$ cat src/rtl/l1tlb_l2tlb_req_ctrl_pkg.sv
// Shared types for the L1TLB side of the L1TLB<->L2TLB link.
// Field widths, the page offset and the snoop FSM states.
package l1tlb_l2tlb_req_ctrl_pkg;

    localparam int RID_W    = 2;
    localparam int NUM_RID  = 1 << RID_W;
    localparam int LADDR_W  = 39;
    localparam int SPTBR_W  = 38;
    localparam int HPADDR_W = 11;
    localparam int PPADDR_W = 3;
    localparam int DCTLBE_W = 25;
    localparam int PG_OFF   = 12;

    typedef logic [RID_W-1:0]    rid_t;
    typedef logic [LADDR_W-1:0]  laddr_t;
    typedef logic [SPTBR_W-1:0]  sptbr_t;
    typedef logic [HPADDR_W-1:0] hpaddr_t;
    typedef logic [PPADDR_W-1:0] ppaddr_t;
    typedef logic [DCTLBE_W-1:0] dctlbe_t;

    typedef enum logic [1:0] {
        SN_IDLE = 2'd0,
        SN_INV  = 2'd1,
        SN_SACK = 2'd2
    } snp_st_t;

endpackage

$ cat src/rtl/l1tlb_rid_tracker.sv
// Outstanding-miss tracker: lowest-free allocation, page match,
// and free-on-ack lookup of the stored laddr.
module l1tlb_rid_tracker
    import l1tlb_l2tlb_req_ctrl_pkg::*;
(
    input  logic               clk,
    input  logic               reset,
    input  logic               i_alloc,
    input  logic [LADDR_W-1:0] i_alloc_laddr,
    input  logic [LADDR_W-1:0] i_lkup_laddr,
    output logic               o_lkup_hit,
    output logic               o_full,
    output logic [RID_W-1:0]   o_alloc_rid,
    input  logic               i_free,
    input  logic [RID_W-1:0]   i_free_rid,
    output logic               o_free_vld,
    output logic [LADDR_W-1:0] o_free_laddr
);

    logic [NUM_RID-1:0] r_vld;
    laddr_t             r_laddr [NUM_RID];

    always_comb begin
        o_alloc_rid = '0;
        o_lkup_hit  = 1'b0;
        for (int i = NUM_RID - 1; i >= 0; i--) begin
            if (!r_vld[i]) o_alloc_rid = rid_t'(i);
        end
        for (int i = 0; i < NUM_RID; i++) begin
            if (r_vld[i] &&
                r_laddr[i][LADDR_W-1:PG_OFF] ==
                i_lkup_laddr[LADDR_W-1:PG_OFF])
                o_lkup_hit = 1'b1;
        end
    end

    assign o_full       = &r_vld;
    assign o_free_vld   = r_vld[i_free_rid];
    assign o_free_laddr = r_laddr[i_free_rid];

    // Alloc never targets the entry being freed: it only picks free ones.
    always_ff @(posedge clk or negedge reset) begin
        if (!reset) begin
            r_vld <= '0;
            for (int i = 0; i < NUM_RID; i++) r_laddr[i] <= '0;
        end else begin
            if (i_free) r_vld[i_free_rid] <= 1'b0;
            if (i_alloc) begin
                r_vld[o_alloc_rid]   <= 1'b1;
                r_laddr[o_alloc_rid] <= i_alloc_laddr;
            end
        end
    end

endmodule

$ cat src/rtl/l1tlb_l2tlb_req_ctrl.sv
// L1 TLB endpoint of the L1TLB<->L2TLB link: issues miss/disp
// requests, turns acks into fills and services invalidate snoops.
module l1tlb_l2tlb_req_ctrl
    import l1tlb_l2tlb_req_ctrl_pkg::*;
(
    input  logic                clk,
    input  logic                reset,
    input  logic                miss_valid,
    output logic                miss_retry,
    input  logic [LADDR_W-1:0]  miss_laddr,
    input  logic [SPTBR_W-1:0]  miss_sptbr,
    input  logic                disp_valid,
    output logic                disp_retry,
    input  logic                disp_A,
    input  logic                disp_D,
    input  logic [HPADDR_W-1:0] disp_hpaddr,
    output logic                l1tlbtol2tlb_req_valid,
    input  logic                l1tlbtol2tlb_req_retry,
    output logic [RID_W-1:0]    l1tlbtol2tlb_req_rid,
    output logic                l1tlbtol2tlb_req_disp_req,
    output logic                l1tlbtol2tlb_req_disp_A,
    output logic                l1tlbtol2tlb_req_disp_D,
    output logic [HPADDR_W-1:0] l1tlbtol2tlb_req_disp_hpaddr,
    output logic [LADDR_W-1:0]  l1tlbtol2tlb_req_laddr,
    output logic [SPTBR_W-1:0]  l1tlbtol2tlb_req_sptbr,
    input  logic                l2tlbtol1tlb_ack_valid,
    output logic                l2tlbtol1tlb_ack_retry,
    input  logic [RID_W-1:0]    l2tlbtol1tlb_ack_rid,
    input  logic [HPADDR_W-1:0] l2tlbtol1tlb_ack_hpaddr,
    input  logic [PPADDR_W-1:0] l2tlbtol1tlb_ack_ppaddr,
    input  logic [DCTLBE_W-1:0] l2tlbtol1tlb_ack_dctlbe,
    output logic                fill_valid,
    output logic [LADDR_W-1:0]  fill_laddr,
    output logic [HPADDR_W-1:0] fill_hpaddr,
    output logic [PPADDR_W-1:0] fill_ppaddr,
    output logic [DCTLBE_W-1:0] fill_dctlbe,
    input  logic                l2tlbtol1tlb_snoop_valid,
    output logic                l2tlbtol1tlb_snoop_retry,
    input  logic [RID_W-1:0]    l2tlbtol1tlb_snoop_rid,
    input  logic [HPADDR_W-1:0] l2tlbtol1tlb_snoop_hpaddr,
    output logic                inv_valid,
    output logic [HPADDR_W-1:0] inv_hpaddr,
    output logic                l1tlbtol2tlb_sack_valid,
    input  logic                l1tlbtol2tlb_sack_retry,
    output logic [RID_W-1:0]    l1tlbtol2tlb_sack_rid
);

    logic    w_full, w_hit, w_free_vld, w_ack_hit, w_ack_clash;
    logic    w_req_free, w_disp_acc, w_miss_acc, w_miss_new;
    rid_t    w_alloc_rid;
    laddr_t  w_free_laddr;

    logic    r_req_valid, r_req_disp, r_req_A, r_req_D;
    rid_t    r_req_rid;
    hpaddr_t r_req_hpaddr;
    laddr_t  r_req_laddr;
    sptbr_t  r_req_sptbr;

    logic    r_fill_valid;
    laddr_t  r_fill_laddr;
    hpaddr_t r_fill_hpaddr;
    ppaddr_t r_fill_ppaddr;
    dctlbe_t r_fill_dctlbe;

    snp_st_t r_snp_st;
    rid_t    r_snp_rid;
    hpaddr_t r_snp_hpaddr;

    assign w_req_free = !r_req_valid || !l1tlbtol2tlb_req_retry;
    assign w_disp_acc = disp_valid && w_req_free;
    assign w_miss_acc = miss_valid && !miss_retry;
    assign w_miss_new = w_miss_acc && !w_hit;
    assign disp_retry = !w_req_free;
    assign miss_retry = !w_req_free || w_full || disp_valid;

    l1tlb_rid_tracker u_trk (
        .clk           (clk),
        .reset         (reset),
        .i_alloc       (w_miss_new),
        .i_alloc_laddr (miss_laddr),
        .i_lkup_laddr  (miss_laddr),
        .o_lkup_hit    (w_hit),
        .o_full        (w_full),
        .o_alloc_rid   (w_alloc_rid),
        .i_free        (w_ack_hit),
        .i_free_rid    (l2tlbtol1tlb_ack_rid),
        .o_free_vld    (w_free_vld),
        .o_free_laddr  (w_free_laddr)
    );

    always_ff @(posedge clk or negedge reset) begin
        if (!reset) begin
            r_req_valid  <= 1'b0;
            r_req_rid    <= '0;
            r_req_disp   <= 1'b0;
            r_req_A      <= 1'b0;
            r_req_D      <= 1'b0;
            r_req_hpaddr <= '0;
            r_req_laddr  <= '0;
            r_req_sptbr  <= '0;
        end else if (w_disp_acc) begin
            r_req_valid  <= 1'b1;
            r_req_rid    <= '0;
            r_req_disp   <= 1'b1;
            r_req_A      <= disp_A;
            r_req_D      <= disp_D;
            r_req_hpaddr <= disp_hpaddr;
            r_req_laddr  <= '0;
            r_req_sptbr  <= '0;
        end else if (w_miss_new) begin
            r_req_valid  <= 1'b1;
            r_req_rid    <= w_alloc_rid;
            r_req_disp   <= 1'b0;
            r_req_A      <= 1'b0;
            r_req_D      <= 1'b0;
            r_req_hpaddr <= '0;
            r_req_laddr  <= miss_laddr;
            r_req_sptbr  <= miss_sptbr;
        end else if (w_req_free) begin
            r_req_valid  <= 1'b0;
        end
    end

    // A fill racing an invalidate of the same entry is dropped; L1 re-misses.
    assign w_ack_hit   = l2tlbtol1tlb_ack_valid && w_free_vld;
    assign w_ack_clash = (r_snp_st == SN_INV) &&
                         (r_snp_hpaddr == l2tlbtol1tlb_ack_hpaddr);

    always_ff @(posedge clk or negedge reset) begin
        if (!reset) begin
            r_fill_valid  <= 1'b0;
            r_fill_laddr  <= '0;
            r_fill_hpaddr <= '0;
            r_fill_ppaddr <= '0;
            r_fill_dctlbe <= '0;
        end else begin
            r_fill_valid <= w_ack_hit && !w_ack_clash;
            if (w_ack_hit) begin
                r_fill_laddr  <= w_free_laddr;
                r_fill_hpaddr <= l2tlbtol1tlb_ack_hpaddr;
                r_fill_ppaddr <= l2tlbtol1tlb_ack_ppaddr;
                r_fill_dctlbe <= l2tlbtol1tlb_ack_dctlbe;
            end
        end
    end

    always_ff @(posedge clk or negedge reset) begin
        if (!reset) begin
            r_snp_st     <= SN_IDLE;
            r_snp_rid    <= '0;
            r_snp_hpaddr <= '0;
        end else begin
            unique case (r_snp_st)
                SN_IDLE: if (l2tlbtol1tlb_snoop_valid) begin
                    r_snp_st     <= SN_INV;
                    r_snp_rid    <= l2tlbtol1tlb_snoop_rid;
                    r_snp_hpaddr <= l2tlbtol1tlb_snoop_hpaddr;
                end
                SN_INV:  r_snp_st <= SN_SACK;
                SN_SACK: if (!l1tlbtol2tlb_sack_retry)
                    r_snp_st <= SN_IDLE;
                default: r_snp_st <= SN_IDLE;
            endcase
        end
    end

    assign l1tlbtol2tlb_req_valid       = r_req_valid;
    assign l1tlbtol2tlb_req_rid         = r_req_rid;
    assign l1tlbtol2tlb_req_disp_req    = r_req_disp;
    assign l1tlbtol2tlb_req_disp_A      = r_req_A;
    assign l1tlbtol2tlb_req_disp_D      = r_req_D;
    assign l1tlbtol2tlb_req_disp_hpaddr = r_req_hpaddr;
    assign l1tlbtol2tlb_req_laddr       = r_req_laddr;
    assign l1tlbtol2tlb_req_sptbr       = r_req_sptbr;
    assign l2tlbtol1tlb_ack_retry       = 1'b0;

    assign fill_valid  = r_fill_valid &&
                         !(r_snp_st == SN_INV &&
                           r_snp_hpaddr == r_fill_hpaddr);
    assign fill_laddr  = r_fill_laddr;
    assign fill_hpaddr = r_fill_hpaddr;
    assign fill_ppaddr = r_fill_ppaddr;
    assign fill_dctlbe = r_fill_dctlbe;

    assign l2tlbtol1tlb_snoop_retry = (r_snp_st != SN_IDLE);
    assign inv_valid                = (r_snp_st == SN_INV);
    assign inv_hpaddr               = r_snp_hpaddr;
    assign l1tlbtol2tlb_sack_valid  = (r_snp_st == SN_SACK);
    assign l1tlbtol2tlb_sack_rid    = r_snp_rid;

endmodule

$ cat config.mk
export PLATFORM = sky130hd
export DESIGN_NAME = l1tlb_l2tlb_req_ctrl
export DESIGN_NICKNAME = d
export VERILOG_FILES = /design/src/rtl/l1tlb_l2tlb_req_ctrl_pkg.sv /design/src/rtl/l1tlb_rid_tracker.sv /design/src/rtl/l1tlb_l2tlb_req_ctrl.sv
export SDC_FILE = /design/constraint.sdc
export NUM_CORES = 1
export LEC_CHECK = 0
export CAP_MARGIN = 20
export CORE_ASPECT_RATIO = 0.5
export CORE_UTILIZATION = 53
export CTS_BUF_LIST = sky130_fd_sc_hd__clkbuf_4 sky130_fd_sc_hd__clkbuf_8
export DETAILED_ROUTE_END_ITERATION = 10
export GPL_TIMING_DRIVEN = 0
export PLACE_DENSITY_LB_ADDON = 0.08
export SYNTH_ARGS = -nofsm -noshare
export SYNTH_HDL_FRONTEND = slang
export SYNTH_HIERARCHICAL = 1
export SYNTH_SLANG_ARGS = --single-unit
$ cat constraint.sdc
create_clock -name clk -period 3 [get_ports clk]
set_clock_uncertainty 0.05 [all_clocks]
set_input_delay 0.6 -clock clk [delete_from_list [all_inputs] [get_ports clk]]
set_output_delay 0.6 -clock clk [all_outputs]
set_load 0.005 [all_outputs]
# == After elaboration in Yosys (flattened, before gate mapping) ==
# Cells that the tools add are included.
# totals
elab_cells,115
output_inout_bits,192
in_bits,152
register_bits,348
# classes
order_cmp,7
n_reduce_logical,32
bitwise_logic,5
eq_ne,10
mux,40
# op_table
cell,count
2-to-1 mux 39 bit,5
bitwise mux 156 bit,1
equality test 27 bit,4
binary-select mux 39 bit (select 2 bit),1
demux 39 bit (select 2 bit),1
2-to-1 mux 38 bit,2
equality test 11 bit,2
2-to-1 mux 11 bit,2
2-to-1 mux 2 bit,8
logical AND 1 bit,15
2-to-1 mux 1 bit,14
2-to-1 mux 4 bit,2
zero test 1 bit,7
>= comparator 3 bit (second input constant),2
< comparator 2 x 3 -> 1 bit (second input constant),2
inverter 2 -> 3 bit,2
case mux 2 bit (3 select lines),1
AND 4 bit,1
demux 1 bit (select 2 bit),2
>= comparator 2 x 1 -> 1 bit (second input constant),2
!= test 2 bit (second input constant),2
inverter 4 bit,1
bitwise OR 4 bit,1
AND reduction 2 bit,2
9 further kinds,12

# == Logic depth before layout (Yosys ltp) ==
# depth
depth_word,10
depth_mapped,14
ltp_nobuf,10

# == Modules after synthesis ==
# Netlist, hierarchy kept.
# by_module_without_submodules
mod,area_per_inst_um2,seq_area_each_um2,instances,cells_per_inst
l1tlb_rid_tracker,8177.8,4003.8,1,560
l1tlb_l2tlb_req_ctrl,7775.0,4704.5,1,634

# == Worst setup path before layout ==
# OpenSTA, ideal clock, no wires.
# synth_path
kind,input port to flip-flop
start,input port miss_laddr[31]
end,register u_trk/r_laddr[100] in the netlist's numbering
setup_time_ns,0.125
required_ns,2.825
stages,13
path_slack_ns,-0.002
arrival_ns,2.827
path_buffers,4
path_cell_list,clkbuf_1 > xnor2_1 > nand4_1 > nor4_1 > nand4_1 > nand4_1 > or3b_1 > buf_2 > inv_1 > buf_2 > nand3b_1 > buf_1 > mux2_2
# synth_via
elab_chain_cells,8
elab_cells_between_ends,14
cone_classes,4 x eq/ne; 4 x mux; 6 x reduce/logical
# synth_rtl
element,line_no,source
start: declaration,l1tlb_l2tlb_req_ctrl.sv:10,"input logic [LADDR_W-1:0] miss_laddr,"
equality test 27 bit,l1tlb_rid_tracker.sv:31,r_laddr[i][LADDR_W-1:PG_OFF] ==
logical AND 1 bit,l1tlb_rid_tracker.sv:30,if (r_vld[i] &&
2-to-1 mux 1 bit (3 in a row),l1tlb_rid_tracker.sv:30,
2-to-1 mux 1 bit *,l1tlb_rid_tracker.sv:30,
net w_hit,l1tlb_l2tlb_req_ctrl.sv:48,"logic w_full, w_hit, w_free_vld, w_ack_hit, w_ack_clash;"
zero test 1 bit *,l1tlb_l2tlb_req_ctrl.sv:72,assign w_miss_new = w_miss_acc && !w_hit;
logical AND 1 bit *,l1tlb_l2tlb_req_ctrl.sv:72,
net w_miss_new,l1tlb_l2tlb_req_ctrl.sv:49,"logic w_req_free, w_disp_acc, w_miss_acc, w_miss_new;"
end signal: indexed assignment,l1tlb_rid_tracker.sv:50,r_laddr[o_alloc_rid] <= i_alloc_laddr;
end: declaration,l1tlb_rid_tracker.sv:21,laddr_t r_laddr [NUM_RID];
# Mark *: on every way through the listed nets, which the timed path passes. The rest lies on a longest branch.
# A chain may end at the register's enable or synchronous reset.

# == Worst setup path after layout ==
# layout_path
start,register u_trk/r_laddr[148] in the netlist's numbering
end,register u_trk/r_laddr[20] in the netlist's numbering
# layout_via
elab_chain_cells,8
# layout_rtl
element,line_no
equality test 27 bit,l1tlb_rid_tracker.sv:31
logical AND 1 bit,l1tlb_rid_tracker.sv:30
2-to-1 mux 1 bit (4 in a row),l1tlb_rid_tracker.sv:30
net w_hit,l1tlb_l2tlb_req_ctrl.sv:48
zero test 1 bit,l1tlb_l2tlb_req_ctrl.sv:72
logical AND 1 bit,l1tlb_l2tlb_req_ctrl.sv:72
# The timed path passes the listed nets, and every way through them passes these cells.

==> summary.md <==
| Metric | Value |
|---|---|
| Hold Startpoint | miss_laddr[36] |
| Total die area | 30800 um^2 |
| Starting density of the core | about 54% |
| Worst Hold Depth | 3 |
| Cell Count, Final, Fillers Out | 2028 |
| Crit path top cell by count | nand4_1 |
| End of the worst hold path | l1tlbtol2tlb_req_laddr[36]$_DFFE_PN0P_ |
| First-pass GRT wire length | 67.5 mm |
| Pwr/cell area | approximately 870 nW/um^2 |
| Gr usage total | 29.2% |
| Crit path capture type | flip-flop |
| Placer Congestion | 0.911 |
| Post-synth EDFFs | 0 |
| Worst path cell trace | xnor2_2, nand4_1, nor4_2, nand4_1, nand4_1, or3b_4, clkinv_8, nand2_2, nor2_4, buf_12, clkbuf_16, mux2_2 |
| Worst EP required | 3.42 ns |
| Max FO, Critical Path | 8 |
| Most common cell after layout, fill and taps aside | dfrtp_1 |
| Root buf cell | clkbuf_8 |
| Fillers | 2010 |
| Register area | 8710 um^2 |
| Worst-margin pin slew | between 1 and 1.5 ns |
| Clock sinks | 348 |
| Share of the synthesized area in the top cell type | 54.6% |
| Fraction of layout cells with a size suffix above 1 | between 20 and 30% |
| DRT iter0 DRCs | 620 |
| Final HPWL DP | 32.5 mm |
| Antenna viol nets, final | 0 |
| Register area share after synthesis | 54.6% |
| Mapped Avg Cell Area | 13.4 um^2 |
| Clock Latency Late Sink | 0.59 ns |
| Htree depth | 2 |
| Max Slew Vio Count | 0 |
| Largest area contributor in the netlist | dfrtp_1 |
| Syn nets | 1346 |
| Largest net degree at the start of global routing | 103 |
| Leakage power | 9.90 nW |
| Area of the core | 29300 um^2 |
| Avg WL per Cell | between 20 and 25 um |
| CTS tree | done |
| Chip Width | 247 um |
| RR Endpoint | u_trk/r_laddr[20]$_DFFE_PN0P_ |
| Rel. slew slack | 29.0% |
| Vert. Die Dim | 125 um |
| Unique cell type count in the Yosys netlist | 38 |
| Count of state elements after synthesis | ~350 |
| Fin crit share | 96.2% |
| Multi-input gate area | roughly 6700 um^2 |
| CP Data Arrival Time | roughly 3.3 ns |
| R2r setup slk | about 0.11 ns |
| DR pass1 iterations | 8 |
| Fin. Hold Viols | 0 |
| Violated checks | DRC |
| Worst r2r src | u_trk/r_laddr[148]$_DFFE_PN0P_ |
| Most frequent cells in the layout | 347 x dfrtp_1, 312 x clkdlybuf4s50_1, 242 x mux2_2, 113 x nand2_1, 82 x inv_1 |
| Total length of routed wires | 44.5 mm |
| Initial antenna violation count | 4 |
| # IOs | 344 |
| FP Rows | 44 |
| Final setup margin | 0.114 ns |
| Total CTS buffers | 49 |
| Top FF cell, synth | dfrtp_1 |
| Fmax | approximately 350 MHz |
| DP Cell Count | 1928 |
| Clock slew at reported path FFs | 0.07 ns |
| Vias per Instance | 5.38 |
| Port Buffers | 340 |
| Slowest Stage Delay on Critical Path | 0.52 ns |
| Mapped cell area | between 15000 and 20000 um^2 |
| Ys Warns | 6 |
| Crit path launch type | flip-flop |
| Vias in the first global route | ~11000 |
| Async SR Flop Fraction | 100% |
| WS Path Type | reg -> reg |
| Max VDD drop | 0.429 mV |
| Clock buffer depth | 3 |
| Max-cap violations | 0 |
| R2R depth | 12 |
| Hold Path Class | in -> reg |
| Layout area overhead | 34.7% |
| Post-layout minimum cycle time | between 2 and 3 ns |
| Via count | approximately 11000 |
| Cell count after synthesis | 1194 |
| Post-layout net count | 1752 |
| Final setup vio count | 0 |
| Top area cells in the synthesized netlist | dfrtp_1 55%, mux2_2 17%, mux4_2 5.6% |
| Critical-path top delay cell | or3b_4 |
| Total gr overflow | 0 |
| Drt drc | 22 |
| Setup WS pre-CTS | -2.03 ns |
| Outcome | finished with violations |
worst max-delay path, delay by kind of cell (launching register included):
family / cells / cell delay [ns]
and+or+nand+nor: 7 / 1.36
buffers and inverters: 3 / 0.42
DFF: 1 / 0.41
muxes: 1 / 0.33
xor gates and xnor gates: 1 / 0.17
synth_stat cells, drive strengths merged, types with 2 or more instances:
library cell  number
a21o               3
mux2i             79
clkbuf            28
xnor2             74
nand4             24
buf               39
nor2               5
nand2            114
mux2             247
dfrtp            348
nor4              18
nand3              2
nand3b             2
o21ai             15
xor2              56
mux4              40
inv               83
nor2b              2
or3b               2
flip-flops by register name, summed over array words and instances, names as in the netlist:
signal                        count
u_trk/r_laddr                   156
fill_laddr                       39
l1tlbtol2tlb_req_laddr           39
l1tlbtol2tlb_req_sptbr           38
fill_dctlbe                      25
fill_hpaddr                      11
inv_hpaddr                       11
l1tlbtol2tlb_req_disp_hpaddr     11
u_trk/r_vld                       4
fill_ppaddr                       3
l1tlbtol2tlb_req_rid              2
l1tlbtol2tlb_sack_rid             2
r_snp_st                          2
l1tlbtol2tlb_req_disp_A           1
l1tlbtol2tlb_req_disp_D           1
l1tlbtol2tlb_req_disp_req         1
l1tlbtol2tlb_req_valid            1
r_fill_valid                      1
final cells by class:
cell class,instances,share of cell area [%]
clock buffers,84,4.77
multi-input cells,695,31.4
clock inverters,2,0.0582
well taps,391,2.28
inverters,84,1.53
diodes,2,0.0233
plain buffers,65,2.34
repair buffers,357,17.0
flip-flops and latches,348,40.5
power by group:
group / total (mW) / switching, mW / internal [mW]
Sequential: 7.97 / 1.45 / 6.52
Clock: 3.93 / 1.80 / 2.13
Combinational: 6.73 / 2.46 / 4.27
Total: 18.6 / 5.71 / 12.9
cell families (layout without fill, tap and decap cells):
group / after synthesis / count (layout) / synth area share (%)
XOR/XNOR: 130 / 130 / 7.14
flip-flops: 348 / 348 / 54.6
other: 1 / 3 / 0.0235
AO/OA/AOI/OAI: 24 / 24 / 0.926
AND/OR/NAND/NOR: 174 / 174 / 5.02
multiplexers: 366 / 366 / 28.2
buffers and inverters: 151 / 592 / 4.15
what timing repair did:
item | in CTS | in global routing
pin swaps | 16 | 10
buffers inserted | 6 | 3
setup endpoints to repair | 262 | 201
hold buffers | 1 | 0
cloned | 1 | 3
resized for setup | 114 | 31
hold endpoints to repair | 74 | 0
worst max-delay path by stage:
stage / startpoint / endpoint / slack (ns) / depth (start not counted)
global placement: reset / fill_dctlbe[17]$_DFFE_PN0P_ / -13.39 / 1
floorplan: miss_laddr[31] / u_trk/r_laddr[116]$_DFFE_PN0P_ / 0.002 / 13
finish: u_trk/r_laddr[148]$_DFFE_PN0P_ / u_trk/r_laddr[20]$_DFFE_PN0P_ / 0.11 / 12
global route: miss_laddr[23] / u_trk/r_laddr[101]$_DFFE_PN0P_ / -0.003 / 13
CTS: miss_laddr[36] / u_trk/r_laddr[28]$_DFFE_PN0P_ / 0.0007 / 16
detailed placement: miss_laddr[35] / u_trk/r_laddr[93]$_DFFE_PN0P_ / -2.03 / 14
stage by stage:
stage | setup TNS, ns | util [%] | hold WS (ns) | instance area, um^2 | total power [mW]
after CTS | 0 | 72.8 | 0.324 | 21300 | 18.6
after floorplan | 0 | - | 0.254 | 16000 | 11.3
after global placement | -4982.79 | 67.8 | 0.431 | 19800 | 14.2
after global routing | -0.00286 | 73.3 | 0.278 | 21500 | 19.6
final | 0 | 73.3 | 0.255 | 21500 | 18.6
after detailed placement | -366.71 | 68.1 | 0.443 | 19900 | 14.6
metal layers:
layer	GRT usage (%)	vias to the layer above	wire length, um
met2	48.0	327	22000
met5	0	-	23
met4	9.38	4	1180
met3	6.23	78	2750
li1	-	4926	-
met1	38.7	5572	18500
No activity file was read; power rests on OpenSTA's default activity.
